### src/rtl/multi_rate_tick_gen_if.sv
// multi_rate_tick_gen_if: control/status bundle for the multi-channel tick generator.
// Readback signals exist only when TICK_GEN_READBACK_EN is defined.
interface multi_rate_tick_gen_if #(
  parameter int NUM_CH = 4,
  parameter int CNT_W  = 27
);
  localparam int CH_W = (NUM_CH > 1) ? $clog2(NUM_CH) : 1;

  logic [NUM_CH-1:0] ch_en;
  logic              sync_restart;
  logic              wr_en;
  logic [CH_W-1:0]   wr_ch;
  logic [CNT_W-1:0]  wr_div;
  logic [NUM_CH-1:0] tick;
  logic [NUM_CH-1:0] clk_out;
  logic [NUM_CH-1:0] upd_pend;
`ifdef TICK_GEN_READBACK_EN
  logic [CH_W-1:0]   rd_ch;
  logic [CNT_W-1:0]  rd_div;

  modport master (
    output ch_en, sync_restart, wr_en, wr_ch, wr_div, rd_ch,
    input  tick, clk_out, upd_pend, rd_div
  );
  modport slave (
    input  ch_en, sync_restart, wr_en, wr_ch, wr_div, rd_ch,
    output tick, clk_out, upd_pend, rd_div
  );
`else
  modport master (
    output ch_en, sync_restart, wr_en, wr_ch, wr_div,
    input  tick, clk_out, upd_pend
  );
  modport slave (
    input  ch_en, sync_restart, wr_en, wr_ch, wr_div,
    output tick, clk_out, upd_pend
  );
`endif
endinterface

### src/rtl/multi_rate_tick_gen.sv
// multi_rate_tick_gen: per-channel programmable rate generator producing a
// one-cycle tick and a 50% square wave; divisors reprogrammable glitch-free.
// Optional: define TICK_GEN_READBACK_EN for a registered readback of the
// active divisor of a selected channel.
module multi_rate_tick_gen #(
  parameter int NUM_CH      = 4,
  parameter int CNT_W       = 27,
  parameter int DEFAULT_DIV = 1_000_000
) (
  input logic                  clk_in,
  input logic                  rst_l,
  multi_rate_tick_gen_if.slave bus
);
  localparam int CH_W = (NUM_CH > 1) ? $clog2(NUM_CH) : 1;

  logic [CNT_W-1:0]  r_cnt    [NUM_CH];
  logic [CNT_W-1:0]  r_active [NUM_CH];
  logic [CNT_W-1:0]  r_pend   [NUM_CH];
  logic [NUM_CH-1:0] r_tick;
  logic [NUM_CH-1:0] r_clk;
  logic [NUM_CH-1:0] r_upd;

  logic [NUM_CH-1:0] w_wr_hit;
  logic [NUM_CH-1:0] w_term;
  logic [NUM_CH-1:0] w_apply;

  // Per-channel write decode, terminal-count detect and divisor-apply points.
  // A pending divisor is applied at any period boundary: terminal count,
  // restart, disable, or while the channel is stalled at divisor 0.
  always_comb begin
    w_wr_hit = '0;
    w_term   = '0;
    w_apply  = '0;
    for (int unsigned i = 0; i < NUM_CH; i++) begin
      w_wr_hit[i] = bus.wr_en && (bus.wr_ch == CH_W'(i));
      w_term[i]   = !bus.sync_restart && bus.ch_en[i] && (r_active[i] != '0) &&
                    (r_cnt[i] == r_active[i] - CNT_W'(1));
      w_apply[i]  = r_upd[i] && (bus.sync_restart || !bus.ch_en[i] ||
                                 (r_active[i] == '0) || w_term[i]);
    end
  end

  // Counter, tick/clk_out and divisor state; a same-cycle write always lands
  // in pend after any apply, so it wins the upd_pend flag.
  always_ff @(posedge clk_in or negedge rst_l) begin
    if (!rst_l) begin
      for (int unsigned i = 0; i < NUM_CH; i++) begin
        r_cnt[i]    <= '0;
        r_active[i] <= CNT_W'(DEFAULT_DIV);
        r_pend[i]   <= CNT_W'(DEFAULT_DIV);
      end
      r_tick <= '0;
      r_clk  <= '0;
      r_upd  <= '0;
    end else begin
      for (int unsigned i = 0; i < NUM_CH; i++) begin
        if (bus.sync_restart || !bus.ch_en[i]) begin
          r_cnt[i]  <= '0;
          r_tick[i] <= 1'b0;
          r_clk[i]  <= 1'b0;
        end else if (r_active[i] == '0) begin
          r_cnt[i]  <= '0;
          r_tick[i] <= 1'b0;
        end else if (w_term[i]) begin
          r_cnt[i]  <= '0;
          r_tick[i] <= 1'b1;
          r_clk[i]  <= ~r_clk[i];
        end else begin
          r_cnt[i]  <= r_cnt[i] + CNT_W'(1);
          r_tick[i] <= 1'b0;
        end

        if (w_apply[i]) begin
          r_active[i] <= r_pend[i];
        end

        if (w_wr_hit[i]) begin
          r_pend[i] <= bus.wr_div;
          r_upd[i]  <= 1'b1;
        end else if (w_apply[i]) begin
          r_upd[i]  <= 1'b0;
        end
      end
    end
  end

  assign bus.tick     = r_tick;
  assign bus.clk_out  = r_clk;
  assign bus.upd_pend = r_upd;

`ifdef TICK_GEN_READBACK_EN
  logic [CNT_W-1:0] r_rd_div;

  // Registered readback of the selected channel's active divisor.
  always_ff @(posedge clk_in or negedge rst_l) begin
    if (!rst_l) begin
      r_rd_div <= '0;
    end else if (int'(bus.rd_ch) < NUM_CH) begin
      r_rd_div <= r_active[bus.rd_ch];
    end else begin
      r_rd_div <= '0;
    end
  end

  assign bus.rd_div = r_rd_div;
`endif
endmodule
### src/flat_wrapper.sv
// flat-port wrapper written by rule: the top's interface ports become plain ports
module multi_rate_tick_gen_flat 
#(
  parameter int NUM_CH      = 4,
  parameter int CNT_W       = 27,
  parameter int DEFAULT_DIV = 1_000_000
)
  (clk_in, rst_l, bus_ch_en, bus_sync_restart, bus_wr_en, bus_wr_ch, bus_wr_div, bus_tick, bus_clk_out, bus_upd_pend);
  multi_rate_tick_gen_if #(.NUM_CH(NUM_CH), .CNT_W(CNT_W)) bus_i ();
  input logic clk_in;
  input logic rst_l;
  input wire logic [$bits(bus_i.ch_en)-1:0] bus_ch_en;
  input wire logic [$bits(bus_i.sync_restart)-1:0] bus_sync_restart;
  input wire logic [$bits(bus_i.wr_en)-1:0] bus_wr_en;
  input wire logic [$bits(bus_i.wr_ch)-1:0] bus_wr_ch;
  input wire logic [$bits(bus_i.wr_div)-1:0] bus_wr_div;
  output wire logic [$bits(bus_i.tick)-1:0] bus_tick;
  output wire logic [$bits(bus_i.clk_out)-1:0] bus_clk_out;
  output wire logic [$bits(bus_i.upd_pend)-1:0] bus_upd_pend;
  assign bus_i.ch_en = bus_ch_en;
  assign bus_i.sync_restart = bus_sync_restart;
  assign bus_i.wr_en = bus_wr_en;
  assign bus_i.wr_ch = bus_wr_ch;
  assign bus_i.wr_div = bus_wr_div;
  assign bus_tick = bus_i.tick;
  assign bus_clk_out = bus_i.clk_out;
  assign bus_upd_pend = bus_i.upd_pend;
  multi_rate_tick_gen #(.NUM_CH(NUM_CH), .CNT_W(CNT_W), .DEFAULT_DIV(DEFAULT_DIV)) u_core (.clk_in(clk_in), .rst_l(rst_l), .bus(bus_i));
endmodule
### config.mk
export PLATFORM = sky130hd
export DESIGN_NAME = multi_rate_tick_gen_flat
export DESIGN_NICKNAME = d
export VERILOG_FILES = /design/src/rtl/multi_rate_tick_gen_if.sv /design/src/rtl/multi_rate_tick_gen.sv /design/src/flat_wrapper.sv
export SDC_FILE = /design/constraint.sdc
export NUM_CORES = 1
export LEC_CHECK = 0
export ABC_AREA = 1
export CORE_MARGIN = 5
export CORE_UTILIZATION = 50
export CTS_CLUSTER_DIAMETER = 120
export CTS_CLUSTER_SIZE = 40
export DETAILED_ROUTE_END_ITERATION = 10
export GPL_TIMING_DRIVEN = 1
export PLACE_DENSITY = 0.67
export SYNTH_ARGS = -nofsm -noshare
export SYNTH_HDL_FRONTEND = slang
export SYNTH_SLANG_ARGS = --single-unit
### constraint.sdc
create_clock -name clk_in -period 3.8 [get_ports clk_in]
set_input_delay 0.57 -clock clk_in [delete_from_list [all_inputs] [get_ports clk_in]]
set_output_delay 0.57 -clock clk_in [all_outputs]
set_load 0.05 [all_outputs]
# Word level (Yosys, flattened, before mapping)
# Index checks and enable logic that the tools add are counted.
op_classes:
  add_sub_neg: 8
  eq_ne: 11
  mux: 44
  bitwise_logic: 4
  n_reduce_logical: 58
ops:
  columns: ["operator", "count"]
  rows:
  - ["$mux W27", 12]
  - ["$add A27 B1 Y27 const B", 4]
  - ["$eq A27 B27 Y1", 4]
  - ["$logic_not A27 Y1", 4]
  - ["$reduce_bool A27 Y1", 4]
  - ["$sub A27 B1 Y27 const B", 4]
  - ["$mux W1", 32]
  - ["$logic_and A1 B1 Y1", 20]
  - ["$reduce_bool A2 Y1", 8]
  - ["$logic_or A1 B1 Y1", 12]
  - ["$ne A2 B1 Y1 const B", 4]
  - ["$reduce_and A2 Y1", 4]
  - ["$logic_not A1 Y1", 5]
  - ["$eq A2 B2 Y1 const B", 2]
  - ["$not A1 Y1", 4]
  - ["$eq A2 B1 Y1 const B", 1]
  - ["$logic_not A2 Y1", 1]
word_totals:
  reg_bits: 336
  in_bits: 37
  out_inout_bits: 12
  word_cells: 146

# Depth between registers and ports, before layout
# Gate-level depths: netlist of the first run.
logic_depth:
  depth_word: 8
  mapped_depth: 17

# Least setup slack after synthesis of the first run
# No wires, ideal clock.
synth_timing:
  path_type: "register -> register"
  start: "reg u_core.r_active[81] (netlist name)"
  end: "reg u_core.r_active[89] (netlist name)"
  arrival_time_ps: 2223
  slack_ps: 1461
  stages_incl_launch_ff: 17
  n_path_buf: 1
  synth_period_minus_slack_ps: 2339
  path_cell_list: "dfrtp_1 inv_1 ha_1 nand2_2 nor2_1 nand2_1 xor2_1 nand2_1 nor2_1 nand2_1 nor2_1 nand3_1 nand2_4 nand2_4 buf_6 nand2_1 nand2_1"
synth_between:
  elab_chain_len: 5
  word_cells_on_any_way: 9
  classes_between: "1 x add/sub; 1 x eq/ne; 7 x reduce/logical"
synth_lines:
  columns: ["item", "line_no", "rtl"]
  rows:
  - ["start: declaration", "multi_rate_tick_gen.sv:17", "logic [CNT_W-1:0] r_active [NUM_CH];"]
  - ["start signal: indexed assignment", "multi_rate_tick_gen.sv:49", "r_active[i] <= CNT_W'(DEFAULT_DIV);"]
  - ["start signal: indexed assignment", "multi_rate_tick_gen.sv:74", "r_active[i] <= r_pend[i];"]
  - ["$sub A27 B1 Y27 / $reduce_bool A27 Y1 (equally long branches)", "multi_rate_tick_gen.sv:37, multi_rate_tick_gen.sv:36", null]
  - ["$eq A27 B27 Y1 / $logic_and A1 B1 Y1 (equally long branches)", "multi_rate_tick_gen.sv:37, multi_rate_tick_gen.sv:36", null]
  - ["$logic_and A1 B1 Y1", "multi_rate_tick_gen.sv:36", "w_term[i] = !bus.sync_restart && bus.ch_en[i] && (r_active[i] != '0) &&"]
  - ["$logic_or A1 B1 Y1 *", "multi_rate_tick_gen.sv:39", "(r_active[i] == '0) || w_term[i]);"]
  - ["$logic_and A1 B1 Y1 *", "multi_rate_tick_gen.sv:38", "w_apply[i] = r_upd[i] && (bus.sync_restart || !bus.ch_en[i] ||"]
# Mark *: on every way between the ends. The rest lies on a longest branch, timed or not.
# A chain may end at the register's enable or synchronous reset.

# Worst setup path in the final report of the first run
layout_timing:
  start: "reg u_core.r_active[0] (netlist name)"
  end: "reg u_core.r_active[7] (netlist name)"
# Same word-level chain as after synthesis.

==> results.md, run 1 <==
* Sink Count at ~340
* Htree depth at 1
* Largest area contributor in the netlist: dfrtp_1
* Worst Max-Slew Pin Slew at a little over 800 ps
* Asr flop ratio synth at 100%
* Clock Skews at ~27 ps
* Ys flop type: dfrtp_1
* Crit path capture type: register
* Fin crit period at about 3100 ps
* Drt total wl at roughly 48000 um
* Final HPWL from detailed placement at between 30000 and 40000 um
* Worst skew pair latency at 540 ps
* Flop pwr share at a little under half
* P per Cell Area at 490 nW/um^2
* Crit start category: register
* Max Cap Viol at 0
* Hold-fix buffer count after cts at 0
* Sw Ratio at 39.2%
* Largest net degree at the start of global routing at between 100 and 150
* Max-slew violations at 0
* Synth top area cells: dfrtp_1 37%, nand2_1 15%, dfstp_2 7.7%
* Critical Path Fanout Max at 27
* Mapped Cells at 2549
* CP Data Required Time at between 4000 and 5000 ps
* Yosys warns at 0
* Antenna diodes at 0
* Slew headroom at between 40% and 50%
* Total track usage at 22.8%
* Crit Path Category: reg -> reg
* # DRC at 0
* Seq/Total Area, Yosys at 44.4%
* Clk pwr share at between 20 and 25%
* Yosys cell types at between 40 and 50
* Crit. Startpoint: u_core.r_active[0]
* Overall power at 10.1 mW
* F_max at between 0.3 and 0.4 GHz
* DIE AREA at around 42000 um^2
* Post-CTS sizing at 0
* WL/cell at about 15 um
* Num rows at slightly above 70
* Clk root buf: clkbuf_16
* Post-CTS setup buffers at 0
* Logic pwr share at roughly a third
* Die Span Y at 205 um
* Core Region at around 38000 um^2
* Nets@finish at 2615
* Layout cell share with drive strength beyond 1 at under 10%
* Tcrit/Tclk final at 82.1%
* Synthesized area at 19100 um^2
* I/O pin total at 49
* Initial antenna violation count at 2
* FF-to-FF Start: u_core.r_active[0]
* Post-layout util at 54.5%
* Vias in the first global route at roughly 15000
* Setup TNS at 0 ps
* Vias at around 16000
* Post-Syn Nets at around 2600
* Detailed Routing Iterations Pass 1 at 6
* Worst Hold Class: in -> async
* Max VDD drop at approximately 0.33 mV
* Status: completed
* Port bufs at 48
* CTS tree: yes
* Top-area cell type share of the netlist area at between 30 and 40%
* Grt ovf at 0
* Total CTS buffers at 14
* Chip Width at around 210 um
* First-pass GRT wire length at between 70000 and 80000 um
* Via density at between 5 and 6
* Final Hold Fails at 0
* Final setup violating endpoints at 0
* Post-route ant nets at 0
* Filler instances at 3734
* DR iter-0 viols at around 1100
* Clock Path Buffers at 3
* Leakage at slightly below 10 nW
* RSZ-0062 raised after global routing: false
* Psw at between 3 and 4 mW
* Starting Density at a little over 50%
* Post-synth EDFFs at 0
* Int Pwr at 6.12 mW
* Register bit total from synthesis at 336
* Layout area overhead at 7.56%
* Clk slew on worst S/H paths at approximately 130 ps
* Worst endpoint data arrival time at approximately 3500 ps
* Gpl congestion at roughly 0.94
* Syn avg cell area at 7.49 um^2
## logic make-up (layout without fill, tap and decap cells)
group | after synthesis | count (layout) | share of synthesized area (%)
adder cells (fa/ha/maj) | 12 | 12 | 0.786
XOR/XNOR | 210 | 210 | 9.63
AND/OR/NAND/NOR | 1535 | 1535 | 34.2
buffers and inverters | 300 | 325 | 6.61
flip-flops | 336 | 336 | 44.4
AO/OA/AOI/OAI | 156 | 156 | 4.33
## power by group through the flow
stage	registers (mW)	logic [mW]	clock network (mW)
global route	4.79	3.76	2.25
CTS	4.72	3.27	2.13
detailed placement	4.79	3.26	0
global placement	4.78	3.21	0
floorplan	4.58	2.55	0
finish	4.73	3.28	2.06
## through the flow
step | area, um^2 | worst slack, ps | hold slack [ps] | instances
after floorplan | 19100 | 1460 | 274 | 2549
after global placement | 20000 | 751 | 467 | 3061
after detailed placement | 20000 | 717 | 467 | 3061
after CTS | 20500 | 698 | 96.1 | 3085
after global routing | 20500 | 367 | 100 | 3085
final | 20500 | 680 | 39.1 | 3085
## cell type report
type / count / area [um^2] / share of cell area, %
multi-input cells: 1913 / 9370 / 45.6
flip-flops and latches: 336 / 8480 / 41.3
inverters: 231 / 867 / 4.22
repair buffers: 70 / 676 / 3.29
well taps: 511 / 639 / 3.11
clock buffers: 17 / 383 / 1.86
clock inverters: 7 / 124 / 0.603
## state kept, by name, indices dropped and copies added (netlist names)
name                 cells
u_core.r_pend          108
u_core.bus.tick          4
u_core.r_active        108
u_core.bus.upd_pend      4
u_core.bus.clk_out       4
u_core.r_cnt           108
## cells in the final DEF (no fill, tap or decap), types with 5 or more instances in the layout
master / count
nand2_1: 745
nor2_1: 387
dfrtp_1: 280
nand3_1: 234
inv_1: 221
xor2_1: 136
o21ai_0: 130
xnor2_1: 74
dfstp_2: 56
nand4_1: 48
clkdlybuf4s50_1: 47
nor3_1: 42
buf_4: 20
nor2_2: 15
nand3b_1: 15
clkbuf_16: 15
nand2_2: 12
ha_1: 12
o21bai_1: 9
nor2_4: 8
inv_2: 8
nor4_1: 5
## synthesized netlist by cell type, types with 5 or more instances
| cell | instances |
|---|---|
| ha_1 | 12 |
| nor2_4 | 8 |
| xor2_1 | 136 |
| buf_6 | 9 |
| xnor2_1 | 74 |
| o21bai_1 | 9 |
| nor3_1 | 42 |
| nand2_1 | 745 |
| nand2_2 | 12 |
| buf_4 | 8 |
| nor2_2 | 15 |
| dfstp_2 | 56 |
| dfrtp_1 | 280 |
| inv_1 | 221 |
| buf_2 | 12 |
| nand3b_1 | 15 |
| clkbuf_1 | 37 |
| nor2_1 | 387 |
| nand4_1 | 48 |
| inv_2 | 8 |
| o21ai_0 | 130 |
| nor4_1 | 5 |
| nand3_1 | 234 |
## path summary, 6_finish.rpt
path                                  endpoint  depth (start not counted)  slack (ps)
setup / recovery            u_core.r_active[7]                         15         680
hold / removal                u_core.r_cnt[63]                          1          40
setup reg to reg            u_core.r_active[7]                         15         680
hold reg to reg            u_core.r_active[98]                          2         500
max in group asynchronous  u_core.r_active[17]                          2        2680
min in group clk_in        u_core.r_active[98]                          2         500
## metal layers
| metal | wire, um | vias up | share of wire, % | track usage, % |
|---|---|---|---|---|
| met5 | 0 | - | 0 | 0 |
| met4 | 625 | 0 | 1.3 | 3.76 |
| met3 | 2170 | 46 | 4.6 | 2.00 |
| met2 | 21800 | 326 | 46 | 36.8 |
| met1 | 23000 | 7610 | 48 | 34.2 |
| li1 | - | 8047 | - | - |
## critical path: stages (launching register included)
cell     delay [ps]
dfrtp_1         430
inv_1           120
ha_1            250
nand2_2         130
nor2_4          230
nand2_1         130
inv_2           100
nand3_1          80
nand2_1         110
nand2_1          60
nor2_1           80
nand3_1         150
o21ai_4         460
nand2_2         440
nand2_1         180
nand2_1          60
No activity file was read; power rests on OpenSTA's default activity.
==> run 2: changes to the inputs <==
==> constraint.sdc (replaced) <==
create_clock -name clk_in -period 3.05 [get_ports clk_in]
set_input_delay 0.4575 -clock clk_in [delete_from_list [all_inputs] [get_ports clk_in]]
set_output_delay 0.4575 -clock clk_in [all_outputs]
set_load 0.05 [all_outputs]
==> run 2 against run 1 <==
Die area is the same. Utilization up 0.24 points. Clock skew down 0.73 ps. Design area increased by 0.44%. Power up 26%. Sequential power increased by 25%. Critical endpoint is now u_core.r_active[51]. Flip-flop and latch count stayed put. Register-to-register slack worse by 430 ps. Cell count is essentially flat. Clock power rose by 29%. Maximum frequency is 11% higher. Clock-buffer cell count increased by 1.
==> results.md, run 2 (synthesis results as in run 1) <==
* Num rows at 71 (unchanged)
* Worst skew pair latency at 540 ps (about the same)
* Final HPWL from detailed placement at 36100 um (was 35600 um)
* First-pass GRT wire length at 80300 um (was 79000 um)
* # DRC at 0 (unchanged)
* Chip Width at 205 um (unchanged)
* Vias at 16000 (about the same)
* Overall power at 12.7 mW (was 10.1 mW)
* CP Data Required Time at 3530 ps (was 4220 ps)
* Starting Density at 50.7% (unchanged)
* Hold Crit Start: u_core.r_pend[70]
* Post-Layout Inst Area at 20600 um^2 (was 20500 um^2)
* RSZ-0062 raised after global routing: true (was false)
* Placed cells at 3060 (was 3061)
* P per Cell Area at 614 nW/um^2 (was 490 nW/um^2)
* Drt total wl at 48400 um (was 47600 um)
* Initial antenna violation count at 1 (was 2)
* Slew headroom at 54.8% (was 44.9%)
* Post-CTS setup buffers at 0 (unchanged)
* Htree depth at 1 (unchanged)
* Crit start category: register (unchanged)
* Largest net degree at the start of global routing at 84 (was 101)
* Layout Cells excl Fill at 3086 (was 3085)
* Leakage at 9.95 nW (was 9.92 nW)
* Post-route ant nets at 0 (unchanged)
* Clock Skews at 26.1 ps (was 26.8 ps)
* F_max at 0.357 GHz (was 0.320 GHz)
* Crit Path Category: reg -> reg (unchanged)
* CP peak stage delay at 440 ps (was 460 ps)
* Total CTS buffers at 14 (unchanged)
* Final setup violating endpoints at 0 (unchanged)
* Port bufs at 48 (unchanged)
* Critical Path Fanout Max at 19 (was 27)
* Buf+Inv Stages, Crit Path at 2 (unchanged)
* Worst reg2reg setup slack at 250 ps (was 680 ps)
* Slowest CP cell: dfrtp_1 (was o21ai_4)
* Most frequent cells in the layout: 745 x nand2_1, 385 x nor2_1, 280 x dfrtp_1 (was 745 x nand2_1, 387 x nor2_1, 280 x dfrtp_1)
* Worst Max-Slew Pin Slew at 678 ps (was 826 ps)
* DR iter-0 viols at 1314 (was 1138)
* WL/cell at 15.7 um (was 15.4 um)
* Worst endpoint data arrival time at 3290 ps (was 3540 ps)
* Crit path cell chain: inv_1 > ha_1 > nand2_2 > nor2_4 > nand2_1 > nor2_1 > nand3_1 > nand2_1 > nand3_1 > nor2_1 > nand3_2 > nand2_4 > buf_4 > nand3_1 > nand2_1 (was inv_1 > ha_1 > nand2_2 > nor2_4 > nand2_1 > inv_2 > nand3_1 > nand2_1 > nand2_1 > nor2_1 > nand3_1 > o21ai_4 > nand2_2 > nand2_1 > nand2_1)
* FF-to-FF Start: u_core.r_active[27] (was u_core.r_active[0])
* Final Hold Fails at 0 (unchanged)
* Worst Setup Slack, final at 247 ps (was 680 ps)
* Clk slew on worst S/H paths at 140 ps (was 130 ps)
* Hold Crit Endpoint: u_core.r_active[70]
* Total track usage at 23.3% (was 22.8%)
* Most common cell after layout, fill and taps aside: nand2_1 (unchanged)
* Sink Count at 336 (unchanged)
* Core Region at 37700 um^2 (unchanged)
* Max Cap Viol at 0 (unchanged)
* FF-to-FF path depth at 15 (unchanged)
* Layout area overhead at 8.03% (was 7.56%)
* Crit path capture type: register (unchanged)
* Clock Path Buffers at 3 (unchanged)
* RR Endpoint: u_core.r_active[51] (was u_core.r_active[7])
* Hold depth at 2
* Via density at 5.18 (was 5.20)
* DIE AREA at 42200 um^2 (unchanged)
* Layout cell share with drive strength beyond 1 at 6.18% (unchanged)
* I/O pin total at 49 (unchanged)
* Kind of cell adding the most delay to the critical path: simple AND/OR/NAND/NOR gates (unchanged)
* Clk root buf: clkbuf_16 (unchanged)
* Placed Area at 20100 um^2 (was 20000 um^2)
* Nets@finish at 2615 (unchanged)
* Tcrit/Tclk final at 91.9% (was 82.1%)
* Fin crit period at 2800 ps (was 3120 ps)
* Max VDD drop at 0.455 mV (was 0.329 mV)
* Biggest regs: u_core.r_active x108, u_core.r_cnt x108, u_core.r_pend x108 (unchanged)
* CTS tree: yes (unchanged)
* Status: completed (unchanged)
* Max-slew violations at 0 (unchanged)
* Detailed Routing Iterations Pass 1 at 5 (was 6)
* Place WS at 194 ps (was 717 ps)
* Gpl congestion at 0.937 (was 0.944)
* Vias in the first global route at 15400 (was 15200)
* Grt ovf at 0 (unchanged)
* Worst Hold Class: reg -> reg (was in -> async)
* Die Span Y at 205 um (unchanged)
-- run 2: cell types whose count changed in the layout (fill, tap and decap cells not counted), sizes merged --
cell | previous run | this run
buf | 23 | 22
bufinv | 0 | 1
clkbuf | 17 | 18
diode | 0 | 1
dlygate4sd3 | 0 | 1
inv | 233 | 231
-- run 2: where the power goes --
group          switching, mW  internal [mW]  total, mW
Clock                   1.57           1.08       2.66
Sequential             0.734           5.16       5.90
Combinational           2.65           1.47       4.12
-- run 2: stage by stage --
step / utilization [%] / hold WS, ps / TNS (ps)
4_1_cts: 54.7 / 494 / 0
6_report: 54.8 / 493 / 0
2_1_floorplan: - / 162 / 0
3_3_place_gp: 53.3 / 460 / 0
5_1_grt: 54.8 / 516 / -433
3_5_place_dp: 53.3 / 471 / 0
-- run 2: cell type report --
type                       count  area [um^2]
clock inverter                 6          146
fill                        3624        17000
sequential                   336         8480
antenna                        1         2.50
clock buffer                  18          387
multi-input combinational   1913         9380
tap                          511          639
timing repair buffer          70          727
inverter                     231          867
-- run 2: worst max-delay path by stage --
stage                                    from             endpoint  slack, ps  depth (start not counted)
after floorplan           u_core.r_active[81]  u_core.r_active[89]        710                         16
after global placement    u_core.r_active[81]  u_core.r_active[86]        240                         15
after detailed placement  u_core.r_active[81]  u_core.r_active[86]        190                         15
after CTS                 u_core.r_active[81]  u_core.r_active[86]        100                         15
after global routing      u_core.r_active[27]     u_core.r_cnt[48]        -40                         14
final                     u_core.r_active[27]  u_core.r_active[51]        250                         15
-- run 2: worst min-delay path: stages (launching register included) --
cell	delay [ps]
dfstp_2	400
nand3_1	70
nand2_1	50
-- run 2: routing by layer --
layer  share of wire [%]  track usage (%)  vias to the layer above
li1                    -                -                     8055
met1                  48             34.4                     7553
met2                  46             37.7                      321
met3                 5.1             2.79                       48
met4                 1.4             3.95                        0
met5                   0                0                        -
-- run 2: what timing repair did --
action,in CTS,in global routing
hold buffers,1,0
hold endpoints to repair,63,0
setup endpoints to repair,0,87
resized for setup,0,5
==> run 3: changes to the inputs <==
--- a/config.mk
+++ b/config.mk
@@ -8,10 +8,12 @@
 export ABC_AREA = 1
 export CORE_MARGIN = 5
 export CORE_UTILIZATION = 50
+export CTS_BUF_LIST = sky130_fd_sc_hd__clkbuf_2
 export CTS_CLUSTER_DIAMETER = 120
 export CTS_CLUSTER_SIZE = 40
 export DETAILED_ROUTE_END_ITERATION = 10
 export GPL_TIMING_DRIVEN = 1
+export MAX_ROUTING_LAYER = met4
 export PLACE_DENSITY = 0.67
 export SYNTH_ARGS = -nofsm -noshare
 export SYNTH_HDL_FRONTEND = slang
==> run 3 against run 2 <==
Utilization increased by 0.096 points. Global-route usage increased by 1.1 points. Critical endpoint is now bus_clk_out[0]. Register-to-register slack improved by 70 ps. Largest power group unchanged. Critical path type is now reg -> out. Largest cell class unchanged.
==> results.md, run 3 (synthesis results as in run 1) <==
* Status: completed (unchanged)
* Grt ovf at 0 (unchanged)
* CP Data Required Time at 2590 ps (was 3530 ps)
* Drt total wl at 48800 um (was 48400 um)
* Detailed Routing Iterations Pass 1 at 5 (unchanged)
* Max Cap Viol at 0 (unchanged)
* # DRC at 0 (unchanged)
* Hold depth at 3 (was 2)
* Gpl congestion at 0.951 (was 0.937)
* Starting Density at 50.7% (unchanged)
* Max-slew violations at 0 (unchanged)
* Die Span Y at 205 um (unchanged)
* Num rows at 71 (unchanged)
* Tcrit/Tclk final at 94.2% (was 91.9%)
* First-pass GRT wire length at 81400 um (was 80300 um)
* Crit Path Category: reg -> out (was reg -> reg)
* Vias at 16100 (was 16000)
* Final setup violating endpoints at 0 (unchanged)
* Total CTS buffers at 14 (unchanged)
* Clk slew on worst S/H paths at 690 ps (was 140 ps)
* P per Cell Area at 573 nW/um^2 (was 614 nW/um^2)
* DR iter-0 viols at 1082 (was 1314)
* Worst endpoint data arrival time at 2420 ps (was 3290 ps)
* F_max at 0.348 GHz (was 0.357 GHz)
* Post-route ant nets at 0 (unchanged)
* Slew headroom at 54.1% (was 54.8%)
* I/O pin total at 49 (unchanged)
* WL/cell at 15.6 um (was 15.7 um)
* Layout cell share with drive strength beyond 1 at 6.60% (was 6.18%)
* Place WS at 209 ps (was 194 ps)
* Chip Width at 205 um (unchanged)
* Worst reg2reg setup slack at 320 ps (was 250 ps)
* Vias in the first global route at 15700 (was 15400)
* Initial antenna violation count at 5 (was 1)
* Worst skew pair latency at 1110 ps (was 540 ps)
* Leakage at 9.99 nW (was 9.95 nW)
* Biggest regs: u_core.r_active x108, u_core.r_cnt x108, u_core.r_pend x108 (unchanged)
* Via density at 5.16 (was 5.18)
* Crit path cell chain: clkdlybuf4s50_1 (was inv_1 > ha_1 > nand2_2 > nor2_4 > nand2_1 > nor2_1 > nand3_1 > nand2_1 > nand3_1 > nor2_1 > nand3_2 > nand2_4 > buf_4 > nand3_1 > nand2_1)
* Clk root buf: clkbuf_2 (was clkbuf_16)
* Nets@finish at 2648 (was 2615)
* Most frequent cells in the layout: 745 x nand2_1, 385 x nor2_1, 280 x dfrtp_1 (unchanged)
* Port bufs at 48 (unchanged)
* Post-layout util at 54.9% (was 54.8%)
* Slowest CP cell: clkdlybuf4s50_1 (was dfrtp_1)
* Core Region at 37700 um^2 (unchanged)
* Setup TNS at 0 ps (unchanged)
* DIE AREA at 42200 um^2 (unchanged)
* Sink Count at 336 (unchanged)
* Total track usage at 24.4% (was 23.3%)
* Most common cell after layout, fill and taps aside: nand2_1 (unchanged)
* Worst Hold Class: in -> reg (was reg -> reg)
* Clock Path Buffers at 3 (unchanged)
* Final HPWL from detailed placement at 36300 um (was 36100 um)
* Largest net degree at the start of global routing at 69 (was 84)
* CP peak stage delay at 810 ps (was 440 ps)
* Critical Path Fanout Max at 3 (was 19)
* Worst Setup Slack, final at 176 ps (was 247 ps)
* CP Depth at 1 (was 15)
* Buf+Inv Stages, Crit Path at 1 (was 2)
* Crit path capture type: primary output (was register)
* Fin crit period at 2870 ps (was 2800 ps)
* Layout area overhead at 8.22% (was 8.03%)
* Htree depth at 1 (unchanged)
* Worst Max-Slew Pin Slew at 689 ps (was 678 ps)
* Clock Skews at 105 ps (was 26.1 ps)
* CTS tree: yes (unchanged)
* Max VDD drop at 0.477 mV (was 0.455 mV)
* Final Hold Fails at 0 (unchanged)
* FF-to-FF path depth at 14 (was 15)
* Crit start category: register (unchanged)
* Kind of cell adding the most delay to the critical path: buffers and inverters (was simple AND/OR/NAND/NOR gates)
## run 3: cell types whose count changed in the layout (fill, tap and decap cells not counted), moves of 2 or more
cell,delta
clkbuf_1,-3
buf_4,+6
clkbuf_16,-15
diode_2,+2
dlygate4sd3_1,+25
clkbuf_2,+17
## run 3: worst paths after layout
check / end / start
max: bus_clk_out[0] / u_core.bus.clk_out[0]
min: u_core.r_pend[78] / bus_wr_div[24]
max reg2reg: u_core.r_cnt[100] / u_core.r_active[81]
min reg2reg: u_core.r_active[87] / u_core.r_pend[87]
max in group asynchronous: u_core.r_active[73] / rst_l
min in group asynchronous: u_core.r_active[71] / rst_l
## run 3: power breakdown
group	internal (mW)	switching [mW]
combinational	1.51	2.66
sequential	5.20	0.725
clock	0.266	1.48
total	6.97	4.87
## run 3: per-stage QoR
stage | cells | total power, mW | hold WS [ps] | cell area (um^2)
global route | 3121 | 12.8 | -14.4 | 20700
detailed placement | 3065 | 10.1 | 468 | 20100
floorplan | 2549 | 8.89 | 162 | 19100
CTS | 3116 | 11.9 | 5.30 | 20600
global placement | 3065 | 10.0 | 457 | 20100
finish | 3121 | 11.8 | 90.2 | 20700
## run 3: per-layer routing
layer / part of all wire, % / global-route usage, % / vias up
met3: 3.9 / 2.17 / 53
met5: 0 / - / -
met1: 48 / 34.3 / 7661
met4: 1.9 / 5.07 / 0
met2: 46 / 39.1 / 278
li1: - / - / 8111
## run 3: cell type report
class,count,area [um^2]
diodes,3,7.51
clock inverters,7,134
multi-input cells,1913,9400
clock buffers,17,85.1
flip-flops and latches,336,8480
well taps,511,639
repair buffers,103,1050
inverters,231,867
fillers,3697,17000
## run 3: timing repair
action	CTS	global route
hold buffers	27	0
resized for setup	1	12
setup endpoints to repair	1	129
setup buffers	0	2
hold endpoints to repair	385	0
